==> src/rtl/uart_tx_mmio.sv <==
// Memory-mapped 8N1 UART transmitter with a small TX FIFO (TXDATA at BASE_ADDR, STATUS at BASE_ADDR+4).
// Optional interrupt support is compiled in with `define UART_TX_IRQ_EN.
module uart_tx_mmio #(
  parameter int          CLK_FREQ   = 100_000_000,
  parameter int          BAUD       = 9600,
  parameter int          FIFO_DEPTH = 4,
  parameter logic [31:0] BASE_ADDR  = 32'h4000_0018
) (
  input  logic        clk,
  input  logic        rst,
  input  logic        mem_read,
  input  logic        mem_write,
  input  logic [31:0] addr,
  input  logic [31:0] write_data,
  output logic [31:0] read_data,
  output logic        tx,
  output logic        tx_irq
);

  localparam int              DIV         = CLK_FREQ / BAUD;
  localparam int              CW          = (DIV > 1) ? $clog2(DIV) : 1;
  localparam int              PW          = $clog2(FIFO_DEPTH);
  localparam logic [31:0]     STATUS_ADDR = BASE_ADDR + 32'd4;
  localparam logic [CW-1:0]   CNT_MAX     = CW'(DIV - 1);
  localparam logic [PW:0]     CNT_FULL    = (PW + 1)'(FIFO_DEPTH);

  typedef enum logic [1:0] {IDLE, START, DATA, STOP} state_t;

  state_t        state;
  logic [7:0]    fifo_mem [FIFO_DEPTH];
  logic [PW-1:0] wr_ptr, rd_ptr;
  logic [PW:0]   count;
  logic [CW-1:0] baud_cnt;
  logic [2:0]    bit_idx;
  logic [7:0]    shreg;
  logic          overflow, irq_en;
  logic          empty, full, busy, push_req, push_ok, pop, ovf_evt, status_rd, bit_end;
  logic          unused_bits;

  assign empty     = (count == '0);
  assign full      = (count == CNT_FULL);
  assign busy      = !empty || (state != IDLE);
  assign pop       = (state == IDLE) && !empty;
  assign push_req  = mem_write && (addr == BASE_ADDR);
  // A push into a full FIFO still lands when the same edge frees a slot.
  assign push_ok   = push_req && (!full || pop);
  assign ovf_evt   = push_req && full && !pop;
  assign status_rd = mem_read && (addr == STATUS_ADDR);
  assign bit_end   = (baud_cnt == CNT_MAX);
  assign unused_bits = ^write_data[31:8];

  always_comb begin
    read_data = '0;
    if (status_rd) read_data = {27'b0, irq_en, overflow, empty, full, busy};
  end

  always_ff @(posedge clk) begin
    if (push_ok) fifo_mem[wr_ptr] <= write_data[7:0];
    if (pop) shreg <= fifo_mem[rd_ptr];
    else if ((state == DATA) && bit_end) shreg <= shreg >> 1;
  end

  always_ff @(posedge clk) begin
    if (!rst) begin
      wr_ptr   <= '0;
      rd_ptr   <= '0;
      count    <= '0;
      overflow <= 1'b0;
    end else begin
      if (push_ok) wr_ptr <= wr_ptr + 1'b1;
      if (pop)     rd_ptr <= rd_ptr + 1'b1;
      case ({push_ok, pop})
        2'b10:   count <= count + 1'b1;
        2'b01:   count <= count - 1'b1;
        default: count <= count;
      endcase
      // A drop on the same edge as a STATUS read keeps the flag set.
      if (ovf_evt)        overflow <= 1'b1;
      else if (status_rd) overflow <= 1'b0;
    end
  end

  always_ff @(posedge clk) begin
    if (!rst) begin
      state    <= IDLE;
      baud_cnt <= '0;
      bit_idx  <= '0;
      tx       <= 1'b1;
    end else begin
      case (state)
        IDLE: begin
          baud_cnt <= '0;
          tx       <= 1'b1;
          if (!empty) begin
            state <= START;
            tx    <= 1'b0;
          end
        end
        START: begin
          if (bit_end) begin
            baud_cnt <= '0;
            bit_idx  <= '0;
            tx       <= shreg[0];
            state    <= DATA;
          end else begin
            baud_cnt <= baud_cnt + 1'b1;
          end
        end
        DATA: begin
          if (bit_end) begin
            baud_cnt <= '0;
            if (bit_idx == 3'd7) begin
              tx    <= 1'b1;
              state <= STOP;
            end else begin
              bit_idx <= bit_idx + 3'd1;
              tx      <= shreg[1];
            end
          end else begin
            baud_cnt <= baud_cnt + 1'b1;
          end
        end
        STOP: begin
          if (bit_end) begin
            baud_cnt <= '0;
            state    <= IDLE;
          end else begin
            baud_cnt <= baud_cnt + 1'b1;
          end
        end
        default: state <= IDLE;
      endcase
    end
  end

`ifdef UART_TX_IRQ_EN
  always_ff @(posedge clk) begin
    if (!rst) irq_en <= 1'b0;
    else if (mem_write && (addr == STATUS_ADDR)) irq_en <= write_data[4];
  end

  assign tx_irq = irq_en && (state == STOP) && bit_end && empty;
`else
  assign irq_en = 1'b0;
  assign tx_irq = 1'b0;
`endif

endmodule

==> config.mk <==
export PLATFORM = sky130hd
export DESIGN_NAME = uart_tx_mmio
export DESIGN_NICKNAME = d
export VERILOG_FILES = /design/src/rtl/uart_tx_mmio.sv
export SDC_FILE = /design/constraint.sdc
export NUM_CORES = 1
export LEC_CHECK = 0
export ABC_CLOCK_PERIOD_IN_PS = 2500
export CORE_UTILIZATION = 32
export DETAILED_ROUTE_END_ITERATION = 7
export HOLD_SLACK_MARGIN = 0.02
export SKIP_LAST_GASP = 1
export SYNTH_ARGS = -nofsm -noshare
export SYNTH_HDL_FRONTEND = slang
export SYNTH_SLANG_ARGS = --single-unit
==> constraint.sdc <==
create_clock -name clk -period 2.5 [get_ports clk]
set_input_delay 0.5 -clock clk [delete_from_list [all_inputs] [get_ports clk]]
set_output_delay 0.5 -clock clk [all_outputs]
set_load 0.02 [all_outputs]
==> metrics <==
VDD IR-drop max=between 0.0004 and 0.0005 V; Synth Instances=283; leakage power of the design=~1.5 nW; Initial Utilization=33.0%; Routed WL=5980 um; I/O pin cnt=102; post-synthesis instance area=roughly 3400 um2; YS warnings=0; Adder-Cell Fraction of Synth Area=5.00%; Root Driver=sky130_fd_sc_hd__clkbuf_8; Synth Area in Simple Gates=17.1%; Max clock buf depth=2; internal power contribution=1.86 mW; post-synth top area cell=sky130_fd_sc_hd__edfxtp_1; sequential-to-total area share from yosys stat=52.9%; reported max-cap violation count=0; clock transition at the register clock pins on the worst setup and hold paths after CTS=roughly 0.070 ns; number of rows created at floorplan=37; classification of the worst-slack hold path=flop to flop; width of the chip=105 um; number of inserted filler cells in the final layout=between 900 and 1,000; share of final-layout standard cells stronger than drive strength 1=about a quarter; area added between synthesis and finish=26.6%; setup repair after global routing missed its margin=false; total via count in the routed design=2,171; average size of a mapped cell=12.0 um2; first-pass GRT wire length=9920 um; P_sw=603 uW; clock insertion delay at the later pin of the skew report=0.34 ns; register bit total from synthesis=70; type of element launching the critical path=primary input; total global routing track utilization=between 10% and 20%; minimum period implied by the final worst setup slack=between 2 and 2.5 ns; core area=10,300 um2; top post-synthesis cells by count=sky130_fd_sc_hd__edfxtp_1, sky130_fd_sc_hd__buf_4, sky130_fd_sc_hd__dfxtp_1; required time worst endpoint=2.00 ns; setup clock skew after layout=0.0106 ns; largest cells by area after synthesis=sky130_fd_sc_hd__edfxtp_1, sky130_fd_sc_hd__dfxtp_1, sky130_fd_sc_hd__buf_4, sky130_fd_sc_hd__mux4_2, sky130_fd_sc_hd__ha_1; sequential share of power=51.6%; xor/xnor cell area share of the yosys netlist=3.86%; post-layout total power=2.46 mW; final number of hold-violating endpoints=0; Max FO, Critical Path=3; fraction of power consumed by the clock network=between 30% and 40%; number of flops mapped to enable cells by yosys=40; area share of the leading cell type in the synthesized netlist=35.3%; dominant cell by count in the synthesized netlist=sky130_fd_sc_hd__edfxtp_1; clock sink total=70; HPWL after detailed placement=between 4000 and 5000 um; pin count of the biggest net entering global routing=20; share of the cycle needed by the critical path after routing=between 90% and 100%; Starting DRT DRC Count=55; number of search-and-repair iterations in the first detailed-routing pass=4; switching fraction of total power=24.5%; Die Y=around 110 um; instance area at placement=4090 um2; largest family of logic cells by synthesized area=simple AND/OR/NAND/NOR gates; vias in the first global route=2,203; global route total overflow=0; weighted congestion at the end of routability-driven global placement=roughly 0.72; Remaining DRCs=0; number of vias per cell=4.41; category of the most critical setup path=primary input to output port; worst slew margin relative to its limit=65.1%; final setup violation count=0; number of distinct library cell variants in the gate-level netlist after synthesis=45; antenna violations before repair=0; Wirelength per Cell=around 12 um; area of the die=11,100 um2; power per cell area=570 nW/um2; Post-Route Utilization=roughly two fifths; async set-reset flop share out of synthesis=0%; leading register cell type out of synthesis=sky130_fd_sc_hd__edfxtp_1; number of clock buffers inserted by TritonCTS=9; total negative slack=0 ns; final count of pins violating max slew=0; net count reported at finish=432; post-route standard cell area excluding fillers=4310 um2; multiplexer fraction of the synthesized cell area=under 10%; antenna viol nets, final=0; H-tree lvl count=3; combinational fraction of design power=around an eighth; Worst setup EP type=output port; antenna cells=0; slew at the pin closest to its max-slew limit=0.523 ns; Port Buf Inserts=48; highest clock frequency the design can meet=414 MHz; clock tree from TritonCTS=yes; status=finished, final reports clean; Worst EP arrival=1.92 ns; post-synthesis compound-gate area fraction=about 4.0%
[state kept, by name, summed over array words and instances (netlist names), named ones only]
signal / count
fifo_mem: 32
baud_cnt: 14
shreg: 8
bit_idx: 3
count: 3
rd_ptr: 2
state: 2
wr_ptr: 2
overflow: 1
tx: 1
[critical path, cell delays in order]
cell and delay (ns):
sky130_fd_sc_hd__clkdlybuf4s15_1 0.18, sky130_fd_sc_hd__nor4_2 0.26, sky130_fd_sc_hd__nand3_1 0.12, sky130_fd_sc_hd__or3_4 0.42, sky130_fd_sc_hd__nor4b_4 0.25, sky130_fd_sc_hd__buf_4 0.18
[final cells by class]
class,count,area [um2],share of cell area (%)
sequential,70,1800,41.8
inverter,9,33.8,0.784
multi-input combinational,196,1530,35.4
timing repair buffer,65,582,13.5
clock inverter,6,70.1,1.63
clock buffer,10,128,2.96
tap,136,170,3.95
[per-stage QoR]
| stage | worst slack [ns] | instances | hold WS, ns |
|---|---|---|---|
| 2_1_floorplan | -0.00909 | 311 | 0.429 |
| 3_3_place_gp | -0.725 | 475 | 0.441 |
| 3_5_place_dp | -0.749 | 475 | 0.463 |
| 4_1_cts | 0.00409 | 492 | 0.480 |
| 5_1_grt | 0.00305 | 492 | 0.499 |
| 6_report | 0.0825 | 492 | 0.477 |
[metal layers]
layer  GRT usage [%]  share of wire (%)
met4            3.62               0.52
met3            4.24                3.4
met5               0                  0
met1            13.6                 45
met2            19.6                 51
[power by group through the flow]
stage | combinational (mW) | clock (mW) | sequential (mW)
2_1_floorplan | 0.215 | 0 | 1.29
3_3_place_gp | 0.288 | 0 | 1.29
3_5_place_dp | 0.295 | 0 | 1.29
4_1_cts | 0.284 | 0.929 | 1.27
5_1_grt | 0.314 | 0.980 | 1.27
6_report | 0.287 | 0.903 | 1.27
[placed cells by master (no fill, tap or decap), types with 4 or more instances in the layout]
cell and count:
sky130_fd_sc_hd__nor3_1 4, sky130_fd_sc_hd__xor2_1 4, sky130_fd_sc_hd__clkbuf_2 12, sky130_fd_sc_hd__clkbuf_8 9, sky130_fd_sc_hd__nand2_1 20, sky130_fd_sc_hd__nand3_1 11
sky130_fd_sc_hd__xnor2_1 11, sky130_fd_sc_hd__o21ai_0 5, sky130_fd_sc_hd__buf_4 13, sky130_fd_sc_hd__edfxtp_1 40, sky130_fd_sc_hd__nor2_1 20, sky130_fd_sc_hd__clkdlybuf4s50_1 13
sky130_fd_sc_hd__nor4_2 6, sky130_fd_sc_hd__mux2i_1 5, sky130_fd_sc_hd__nand2b_1 4, sky130_fd_sc_hd__mux4_2 8, sky130_fd_sc_hd__conb_1 29, sky130_fd_sc_hd__dlygate4sd2_1 8
sky130_fd_sc_hd__clkdlybuf4s15_1 10, sky130_fd_sc_hd__and2_1 13, sky130_fd_sc_hd__nand4_1 4, sky130_fd_sc_hd__inv_1 9, sky130_fd_sc_hd__mux2_2 6, sky130_fd_sc_hd__buf_12 4
sky130_fd_sc_hd__ha_1 12, sky130_fd_sc_hd__dfxtp_1 30
[worst paths after layout]
check	startpoint	to	slack, ns	cells after the start
worst max-delay path	addr[31]	read_data[1]	0.08	6
worst min-delay path	baud_cnt[0]	baud_cnt[0]	0.48	1
worst max register to register	count[0]	count[2]	0.28	8
worst min register to register	baud_cnt[0]	baud_cnt[0]	0.48	1
[repair_timing]
item                                    in CTS  in global routing
hold buffers                                 0                  0
gates resized for setup                     59                 45
pin swaps                                   13                 11
buffers inserted                             1                  0
endpoints found under the setup margin       5                  5
[cell families after synthesis]
logic type      after synthesis
mux                          19
other cells                   1
fa+ha+maj                    13
simple gates                102
flops                        70
buf+inv                      45
compound gates               18
xor+xnor                     15
(Power assumes the default switching activity.)
